File: config.mk
export PLATFORM = sky130hd
export DESIGN_NAME = pea_token_writer_flat
export DESIGN_NICKNAME = d
export VERILOG_FILES = /design/src/rtl/pea_token_writer_if.sv /design/src/rtl/pea_token_writer.sv /design/src/flat_wrapper.sv
export SDC_FILE = /design/constraint.sdc
export NUM_CORES = 1
export LEC_CHECK = 0
export ABC_CLOCK_PERIOD_IN_PS = 7850
export CORE_UTILIZATION = 42
export CTS_CLUSTER_SIZE = 28
export DETAILED_ROUTE_END_ITERATION = 10
export GPL_TIMING_DRIVEN = 0
export PLACE_DENSITY_LB_ADDON = 0.2
export SLEW_MARGIN = 20
export SYNTH_ARGS = -nofsm -noshare
export SYNTH_HDL_FRONTEND = slang
export SYNTH_SLANG_ARGS = --single-unit
export TNS_END_PERCENT = 5
File: constraint.sdc
create_clock -name clk -period 7.85 [get_ports clk]
set_input_delay 1.9625 -clock clk [delete_from_list [all_inputs] [get_ports clk]]
set_output_delay 1.9625 -clock clk [all_outputs]
set_load 0.02 [all_outputs]
File: src/rtl/pea_token_writer_if.sv
// Host-side bundle for pea_token_writer: command/operand handshakes, FIFO
// free-space inputs and the registered FIFO write ports.
interface pea_token_writer_if #(
  parameter int word_size   = 16,
  parameter int buffer_size = 1024
);
  localparam int FS_W = (buffer_size > 1) ? $clog2(buffer_size) : 1;

  logic                 cmd_valid;
  logic [7:0]           cmd_instr;
  logic [2:0]           cmd_arg1;
  logic [4:0]           cmd_arg2;
  logic                 cmd_ready;
  logic                 data_valid;
  logic [word_size-1:0] data_in;
  logic                 data_ready;
  logic [FS_W-1:0]      control_free_space;
  logic [FS_W-1:0]      data_free_space;
  logic                 control_wr_en;
  logic [word_size-1:0] control_out;
  logic                 data_wr_en;
  logic [word_size-1:0] data_out;
  logic                 busy;
  logic [5:0]           tokens_remaining;

  modport master (
    output cmd_valid, cmd_instr, cmd_arg1, cmd_arg2, data_valid, data_in,
           control_free_space, data_free_space,
    input  cmd_ready, data_ready, control_wr_en, control_out, data_wr_en,
           data_out, busy, tokens_remaining
  );

  modport slave (
    input  cmd_valid, cmd_instr, cmd_arg1, cmd_arg2, data_valid, data_in,
           control_free_space, data_free_space,
    output cmd_ready, data_ready, control_wr_en, control_out, data_wr_en,
           data_out, busy, tokens_remaining
  );
endinterface

File: src/rtl/pea_token_writer.sv
// Writes one command token, then its operand tokens, into the PEA control/data
// FIFOs; a command is only taken once data-FIFO room for all its operands exists.
module pea_token_writer #(
  parameter int word_size   = 16,
  parameter int buffer_size = 1024
) (
  input  logic               clk,
  input  logic               rst,
  pea_token_writer_if.slave  host_if
);
  localparam int FS_W  = (buffer_size > 1) ? $clog2(buffer_size) : 1;
  localparam int CMP_W = (FS_W > 6) ? FS_W : 6;

  typedef enum logic {IDLE, DATA} state_t;

  state_t               r_state;
  state_t               w_next_state;
  logic                 r_control_wr_en;
  logic [word_size-1:0] r_control_out;
  logic                 r_data_wr_en;
  logic [word_size-1:0] r_data_out;
  logic [5:0]           r_tokens;

  logic [5:0]           w_need;
  logic [CMP_W-1:0]     w_need_ext;
  logic [CMP_W-1:0]     w_dfs_ext;
  logic                 w_room_ok;
  logic                 w_cmd_ready;
  logic                 w_data_ready;
  logic                 w_cmd_accept;
  logic                 w_data_accept;

  // Operand count owed by the presented command, decoded from opcode bits [1:0].
  always_comb begin
    w_need = 6'd0;
    unique case (host_if.cmd_instr[1:0])
      2'b00:   w_need = {1'b0, host_if.cmd_arg2} + 6'd1;
      2'b01:   w_need = 6'd1;
      2'b10:   w_need = {1'b0, host_if.cmd_arg2};
      default: w_need = 6'd0;
    endcase
  end

  assign w_need_ext = CMP_W'(w_need);
  assign w_dfs_ext  = CMP_W'(host_if.data_free_space);
  assign w_room_ok  = (host_if.control_free_space != '0) && (w_dfs_ext >= w_need_ext);

  // Pending write strobes mean the free-space counts have not caught up yet.
  always_comb begin
    w_next_state = r_state;
    w_cmd_ready  = 1'b0;
    w_data_ready = 1'b0;
    unique case (r_state)
      IDLE: begin
        w_cmd_ready = w_room_ok && !r_control_wr_en && !r_data_wr_en;
        if (host_if.cmd_valid && w_cmd_ready && (w_need != 6'd0))
          w_next_state = DATA;
      end
      DATA: begin
        w_data_ready = 1'b1;
        if (host_if.data_valid && (r_tokens == 6'd1))
          w_next_state = IDLE;
      end
    endcase
  end

  assign w_cmd_accept  = host_if.cmd_valid && w_cmd_ready;
  assign w_data_accept = host_if.data_valid && w_data_ready;

  always_ff @(posedge clk) begin
    if (rst) r_state <= IDLE;
    else     r_state <= w_next_state;
  end

  always_ff @(posedge clk) begin
    if (rst) begin
      r_control_wr_en <= 1'b0;
      r_control_out   <= '0;
      r_data_wr_en    <= 1'b0;
      r_data_out      <= '0;
      r_tokens        <= 6'd0;
    end else begin
      r_control_wr_en <= w_cmd_accept;
      r_data_wr_en    <= w_data_accept;
      if (w_cmd_accept) begin
        r_control_out <= word_size'({host_if.cmd_instr, host_if.cmd_arg1, host_if.cmd_arg2});
        r_tokens      <= w_need;
      end else if (w_data_accept) begin
        r_data_out <= host_if.data_in;
        r_tokens   <= r_tokens - 6'd1;
      end
    end
  end

  assign host_if.cmd_ready        = w_cmd_ready;
  assign host_if.data_ready       = w_data_ready;
  assign host_if.control_wr_en    = r_control_wr_en;
  assign host_if.control_out      = r_control_out;
  assign host_if.data_wr_en       = r_data_wr_en;
  assign host_if.data_out         = r_data_out;
  assign host_if.busy             = (r_state != IDLE);
  assign host_if.tokens_remaining = r_tokens;
endmodule

File: src/flat_wrapper.sv
// flat-port wrapper written by rule: the top's interface ports become plain ports
module pea_token_writer_flat 
#(
  parameter int word_size   = 16,
  parameter int buffer_size = 1024
)
  (clk, rst, host_if_cmd_valid, host_if_cmd_instr, host_if_cmd_arg1, host_if_cmd_arg2, host_if_data_valid, host_if_data_in, host_if_control_free_space, host_if_data_free_space, host_if_cmd_ready, host_if_data_ready, host_if_control_wr_en, host_if_control_out, host_if_data_wr_en, host_if_data_out, host_if_busy, host_if_tokens_remaining);
  pea_token_writer_if #(.word_size(word_size), .buffer_size(buffer_size)) host_if_i ();
  input  logic clk;
  input  logic rst;
  input wire logic [$bits(host_if_i.cmd_valid)-1:0] host_if_cmd_valid;
  input wire logic [$bits(host_if_i.cmd_instr)-1:0] host_if_cmd_instr;
  input wire logic [$bits(host_if_i.cmd_arg1)-1:0] host_if_cmd_arg1;
  input wire logic [$bits(host_if_i.cmd_arg2)-1:0] host_if_cmd_arg2;
  input wire logic [$bits(host_if_i.data_valid)-1:0] host_if_data_valid;
  input wire logic [$bits(host_if_i.data_in)-1:0] host_if_data_in;
  input wire logic [$bits(host_if_i.control_free_space)-1:0] host_if_control_free_space;
  input wire logic [$bits(host_if_i.data_free_space)-1:0] host_if_data_free_space;
  output wire logic [$bits(host_if_i.cmd_ready)-1:0] host_if_cmd_ready;
  output wire logic [$bits(host_if_i.data_ready)-1:0] host_if_data_ready;
  output wire logic [$bits(host_if_i.control_wr_en)-1:0] host_if_control_wr_en;
  output wire logic [$bits(host_if_i.control_out)-1:0] host_if_control_out;
  output wire logic [$bits(host_if_i.data_wr_en)-1:0] host_if_data_wr_en;
  output wire logic [$bits(host_if_i.data_out)-1:0] host_if_data_out;
  output wire logic [$bits(host_if_i.busy)-1:0] host_if_busy;
  output wire logic [$bits(host_if_i.tokens_remaining)-1:0] host_if_tokens_remaining;
  assign host_if_i.cmd_valid = host_if_cmd_valid;
  assign host_if_i.cmd_instr = host_if_cmd_instr;
  assign host_if_i.cmd_arg1 = host_if_cmd_arg1;
  assign host_if_i.cmd_arg2 = host_if_cmd_arg2;
  assign host_if_i.data_valid = host_if_data_valid;
  assign host_if_i.data_in = host_if_data_in;
  assign host_if_i.control_free_space = host_if_control_free_space;
  assign host_if_i.data_free_space = host_if_data_free_space;
  assign host_if_cmd_ready = host_if_i.cmd_ready;
  assign host_if_data_ready = host_if_i.data_ready;
  assign host_if_control_wr_en = host_if_i.control_wr_en;
  assign host_if_control_out = host_if_i.control_out;
  assign host_if_data_wr_en = host_if_i.data_wr_en;
  assign host_if_data_out = host_if_i.data_out;
  assign host_if_busy = host_if_i.busy;
  assign host_if_tokens_remaining = host_if_i.tokens_remaining;
  pea_token_writer #(.word_size(word_size), .buffer_size(buffer_size)) u_core (.clk(clk), .rst(rst), .host_if(host_if_i));
endmodule
==> flow_summary.json, run 1 <==
{
  "gp_congestion": 0.825,
  "r2r_start": "u_core.host_if.busy",
  "seqPwrFrac_pct": 41.4,
  "fin_hold_ws_ns": 0.455,
  "cts_setup_buffers": 0,
  "ys_ff_latch": 41,
  "power_switching_mw": 0.157,
  "antenna_found_initial": 0,
  "drc": 0,
  "netlist_area_mm2": 0.00188,
  "syn-mean-instance-area_um2": 7.79,
  "pre_cts_ws_ns": 1.15,
  "vdd_drop_max_v": 0.000146,
  "grt_max_degree": 13,
  "setup_viol": 0,
  "outcome": "finished clean",
  "cp_num_buf_inv": 3,
  "dpl.cell_count": 388,
  "dp_hpwl_um": 3830,
  "worstSetupStartpoint": "host_if_cmd_arg2[0]",
  "die_y_um": 68.9,
  "p_total_mw": 0.563,
  "cts_tree": "done",
  "num_antenna_cells": 0,
  "grt_pass1_vias": 1742,
  "drive_gt1_share_pct": 5.49,
  "combPwrFrac_pct": 27.7,
  "internal_power_mw": 0.407,
  "synth-xor-area-share_pct": 2.80,
  "tightest_slew_ns": 0.474,
  "rr_endpoint": "u_core.host_if.data_out[13]",
  "yosys_warnings": 0,
  "synth_compound_area_share_pct": 16.1,
  "p_per_area_mw_per_mm2": 186,
  "period_share_pct": 85.4,
  "final.setup.worst_slack_ns": 1.15,
  "grt_pass1_wl_um": 7400,
  "fin_crit_ns": 6.70,
  "ioPinCount": 99,
  "hold_buffers": 0,
  "cp-end-kind": "primary output",
  "yosys.area.top_type": "dfxtp_1",
  "synth_cells": 241,
  "core.rowCount": 23,
  "antenna_left": 0,
  "r2r_cells": 5,
  "synth.top_cell.area_share_pct": 43.7,
  "post_synth_main_area_contributors": "dfxtp_1 (44%), nand2_1 (15%), a21oi_1 (10%)",
  "max_freq_mhz": 149,
  "port_buffers": 97,
  "path_max_fanout": 5,
  "clk_latency_ns": 0.29,
  "finalSetupTns_ns": 0,
  "fin_cells": 396,
  "syn_to_final_growth_pct": 61.2,
  "path_cells": "clkdlybuf4s50_1 -> ha_1 -> nor2b_1 -> xnor2_1 -> nor2_1 -> inv_1 -> ha_1 -> nand2_1 -> o21ai_1 -> a41o_1 -> and3_1 -> clkdlybuf4s50_1",
  "nets": 410,
  "drv_cap": 0,
  "worstSetupEndpoint": "host_if_cmd_ready",
  "cts_resized": 0,
  "r2r_slack_ns": 6.23,
  "vias": 1937,
  "drv_slew": 0,
  "syn_nets": 306,
  "chipWidth_um": 68.9,
  "min_path_type": "reg -> reg",
  "clockBufferDepth": 2,
  "overflow": 0,
  "muxShareOfSynthArea_pct": 0.533,
  "ys_types": 33,
  "vias_per_cell": 4.89,
  "crit_cells": 12,
  "n_fill_cell": 367,
  "htreeDepth": 2,
  "die_area_mm2": 0.00474,
  "path_clk_slew_ns": 0.07,
  "hold_viol": 0,
  "ctsRootBufferMaster": "clkbuf_8",
  "fin_skew_ns": 0.00380,
  "coreArea_mm2": 0.00414,
  "first_pass_iters": 4,
  "critPathTopFamily": "buffers and inverters",
  "wl_um": 4940,
  "rsz0062_at_grt": "no",
  "drt_iter0_drc": 71,
  "grt.total_usage_pct": 20.9,
  "synth_top_family_by_area": "simple AND/OR/NAND/NOR gates",
  "wl_per_cell_um": 12.5,
  "cts_sinks": 41,
  "synthSimpleGateAreaFrac_pct": 25.2,
  "synth_adder_area_share_pct": 6.00,
  "yosysSeqAreaShare_pct": 43.7,
  "required_ns": 5.89,
  "initial_core_util_pct": 45.3,
  "crit_type": "in -> out",
  "pwr-share-clk_pct": 30.8,
  "switching_share_pct": 27.8,
  "critPathLaunchType": "input pin",
  "slew_headroom_pct": 68.4,
  "crit_arrival_ns": 4.74,
  "critPathMaxStageDelay_ns": 0.60,
  "p_leak_nw": 1.12,
  "numCtsBuffers": 5,
  "cpMaxStageDelayCell": "clkdlybuf4s50_1"
}
logic make-up after synthesis:
family	Yosys count
fa+ha+maj	9
compound gates	52
xor+xnor	6
flops	41
mux	1
simple gates	110
buf+inv	22
power by group through the flow:
stage | sequential [mW] | clock (mW) | combinational (mW)
floorplan | 0.256 | 0 | 0.0621
global placement | 0.238 | 0 | 0.154
detailed placement | 0.238 | 0 | 0.156
CTS | 0.233 | 0.177 | 0.157
global route | 0.235 | 0.184 | 0.171
finish | 0.233 | 0.174 | 0.156
worst reg2reg max path, stage by stage, from the launching register on:
cell and delay [ns]:
dfxtp_1 0.42, and2_1 0.23, buf_2 0.26, clkbuf_1 0.38, nand2_1 0.11, a21oi_1 0.15
worst min-delay path by stage:
stage                                             start                       endpoint  slack (ns)  cells past startpoint
final                     u_core.host_if.control_out[5]  u_core.host_if.control_out[5]        0.46                      2
after global routing         u_core.host_if.data_out[7]     u_core.host_if.data_out[7]        0.47                      2
after CTS                 u_core.host_if.control_out[5]  u_core.host_if.control_out[5]        0.46                      2
after detailed placement    u_core.host_if.data_out[11]    u_core.host_if.data_out[11]        0.45                      2
after global placement    u_core.host_if.control_out[7]  u_core.host_if.control_out[7]        0.44                      2
after floorplan           u_core.host_if.control_out[0]  u_core.host_if.control_out[0]        0.53                      2
through the flow:
stage	utilization [%]	area, um2
after detailed placement	70.3	2910
final	73.1	3030
after global placement	70.3	2910
after floorplan	-	1880
after CTS	73.1	3030
after global routing	73.1	3030
area by class of cell:
class / count / area, um2 / area share, %
timing repair buffer: 97 / 971 / 32.1
clock inverter: 1 / 30.0 / 0.992
buffer: 14 / 77.6 / 2.56
clock buffer: 7 / 86.3 / 2.85
multi-input combinational: 178 / 950 / 31.4
inverter: 8 / 30.0 / 0.992
sequential: 41 / 821 / 27.1
tap: 50 / 62.6 / 2.07
layer usage:
metal,vias to the layer above,share of wire (%),global-route usage (%)
met4,0,0.89,6.63
met5,-,0,0
met2,61,49,38.2
met3,5,7.8,6.58
li1,1007,-,-
met1,864,42,22.7
cells in the mapped netlist, drive strengths merged:
master	instances
inv	8
a21oi	41
a211oi	1
o21ai	2
clkbuf	8
nand3	6
dfxtp	41
a22oi	2
or3	1
buf	6
nor2	11
nor3	3
a31oi	2
xnor2	2
nor2b	3
and2	2
o22ai	1
nor3b	1
o31ai	1
nand4b	2
and3	3
a41o	2
mux2i	1
nor4	3
ha	9
xor2	4
nand2	75
cell usage in the layout, fill, tap and decap left out, types with 2 or more instances in the layout:
cell type	count
clkdlybuf4s50_1	97
nand2_1	74
dfxtp_1	41
a21oi_1	39
nor2_1	11
clkbuf_1	9
ha_1	9
inv_1	8
nand3_1	6
clkbuf_8	6
xor2_1	4
nor2b_1	3
nor4_1	3
nor3_1	3
and3_1	3
nand4b_1	2
xnor2_1	2
o21ai_1	2
a41o_1	2
buf_6	2
buf_2	2
a21oi_2	2
buf_4	2
a31oi_1	2
state kept, by name, indices dropped and copies added, names as in the netlist:
name and count:
u_core.host_if.busy 1, u_core.host_if.control_wr_en 1, u_core.host_if.control_out 16, u_core.host_if.data_wr_en 1
u_core.host_if.tokens_remaining 6, u_core.host_if.data_out 16
(Power assumes the default switching activity.)
==> run 2, diff against run 1 <==
- REMOVE_ABC_BUFFERS: unset -> 1
==> run 2 against run 1 <==
Net effect:
- total power decreased by 10%
- utilization decreased by 2.3 points
- highest routed layer unchanged
- clock skew hardly changed
- sequential power hardly changed
- largest cell class unchanged
==> flow_summary.json, run 2 (synthesis results as in run 1) <==
{
  "multiInputGateArea_um2": 950,
  "drive_gt1_share_pct": 4.22,
  "numCtsBuffers": 5,
  "path_clk_slew_ns": 0.07,
  "setup_viol": 0,
  "rsz0062_at_grt": "no",
  "ioPinCount": 99,
  "grt_pass1_wl_um": 6890,
  "path_max_fanout": 5,
  "drv_slew": 0,
  "crit_arrival_ns": 4.73,
  "cts_setup_buffers": 0,
  "period_share_pct": 85.2,
  "critPathLaunchType": "input pin",
  "wl_per_cell_um": 12.0,
  "drc": 0,
  "gp_congestion": 0.750,
  "die_y_um": 68.9,
  "initial_core_util_pct": 45.3,
  "path_cells": "clkdlybuf4s50_1 -> ha_1 -> nor2b_1 -> xnor2_1 -> nor2_1 -> inv_1 -> ha_1 -> nand2_1 -> o21ai_1 -> a41o_1 -> and3_1 -> clkdlybuf4s50_1",
  "cpMaxStageDelayCell": "clkdlybuf4s50_1",
  "grt.total_usage_pct": 19.5,
  "grt_pass1_vias": 1609,
  "vias": 1897,
  "dp_hpwl_um": 3340,
  "final_cell_mix": "clkdlybuf4s50_1 (97), nand2_1 (74), dfxtp_1 (41)",
  "p_leak_nw": 1.07,
  "hold_viol": 0,
  "ctsRootBufferMaster": "clkbuf_8",
  "chipWidth_um": 68.9,
  "die_area_mm2": 0.00474,
  "overflow": 0,
  "n_fill_cell": 358,
  "core.rowCount": 23,
  "cts_tree": "done",
  "nets": 398,
  "wl_um": 4600,
  "coreArea_mm2": 0.00414,
  "hold_buffers": 0,
  "vias_per_cell": 4.97,
  "max_freq_mhz": 149,
  "mostFrequentLayoutCell": "clkdlybuf4s50_1",
  "cts_sinks": 41,
  "grt_max_degree": 41,
  "port_buffers": 98,
  "tightest_slew_ns": 0.792,
  "fin_cells": 382,
  "htreeDepth": 2,
  "clk_latency_ns": 0.29,
  "r2r_slack_ns": 6.10,
  "critPathMaxStageDelay_ns": 0.60,
  "p_per_area_mw_per_mm2": 173,
  "cts_resized": 0,
  "required_ns": 5.89,
  "crit_type": "in -> out",
  "final_util_pct": 70.8,
  "seqCellArea_um2": 821,
  "clockBufferDepth": 2,
  "finalSetupTns_ns": 0,
  "syn_to_final_growth_pct": 56.2,
  "drt_iter0_drc": 57,
  "fin_skew_ns": 0.00409,
  "p_total_mw": 0.507,
  "first_pass_iters": 4,
  "fin_crit_ns": 6.69,
  "antenna_found_initial": 0,
  "dpl.cell_count": 376,
  "min_path_type": "reg -> reg",
  "cp-end-kind": "primary output",
  "drv_cap": 0,
  "slew_headroom_pct": 47.2,
  "outcome": "finished clean",
  "antenna_left": 0,
  "vdd_drop_max_v": 0.0000998,
  "num_antenna_cells": 0
}
[run 2: worst max-delay path: cells and delay by family]
kind | cells | cell delay, ns
and+or+nand+nor | 4 | 0.56
adders and majority gates | 2 | 0.52
buffers and inverters | 3 | 1.14
AOI/OAI and AO/OA | 2 | 0.41
xor gates and xnor gates | 1 | 0.12
[run 2: path summary, 6_finish.rpt]
kind	cells past startpoint	endpoint	from
min	2	u_core.host_if.data_out[4]	u_core.host_if.data_out[4]
max	12	host_if_cmd_ready	host_if_cmd_arg2[0]
min reg2reg	2	u_core.host_if.data_out[4]	u_core.host_if.data_out[4]
max reg2reg	4	u_core.host_if.tokens_remaining[5]	u_core.host_if.busy
[run 2: area by class of cell]
cell class | instances | area share (%)
Timing Repair Buffer | 99 | 34.0
Multi-Input combinational cell | 178 | 32.4
Sequential cell | 41 | 28.0
Clock buffer | 5 | 2.35
Tap cell | 50 | 2.13
Inverter | 8 | 1.02
Clock inverter | 1 | 0.171
[run 2: layer usage]
metal  global-route usage [%]  routed length (um)  vias up  share of wire, %
li1                         -                   -      982                 -
met1                     22.2                1980      842                43
met2                     33.3                2120       66                46
met3                     7.73                 444        7               9.7
met4                     6.12                  52        0               1.1
met5                        0                   0        -                 0
[run 2: through the flow]
step	area, um2	setup slack [ns]	hold WS, ns
final	2930	1.16	0.452
after floorplan	1800	2.34	0.528
after detailed placement	2860	1.16	0.446
after global routing	2930	0.967	0.470
after global placement	2840	1.15	0.441
after CTS	2930	1.14	0.456
[run 2: report_power, final]
| group | internal (mW) | switching (mW) | leakage [nW] |
|---|---|---|---|
| sequential | 0.223 | 0.00988 | 0.335 |
| combinational | 0.0755 | 0.0738 | 0.699 |
| clock | 0.0584 | 0.0661 | 0.0399 |
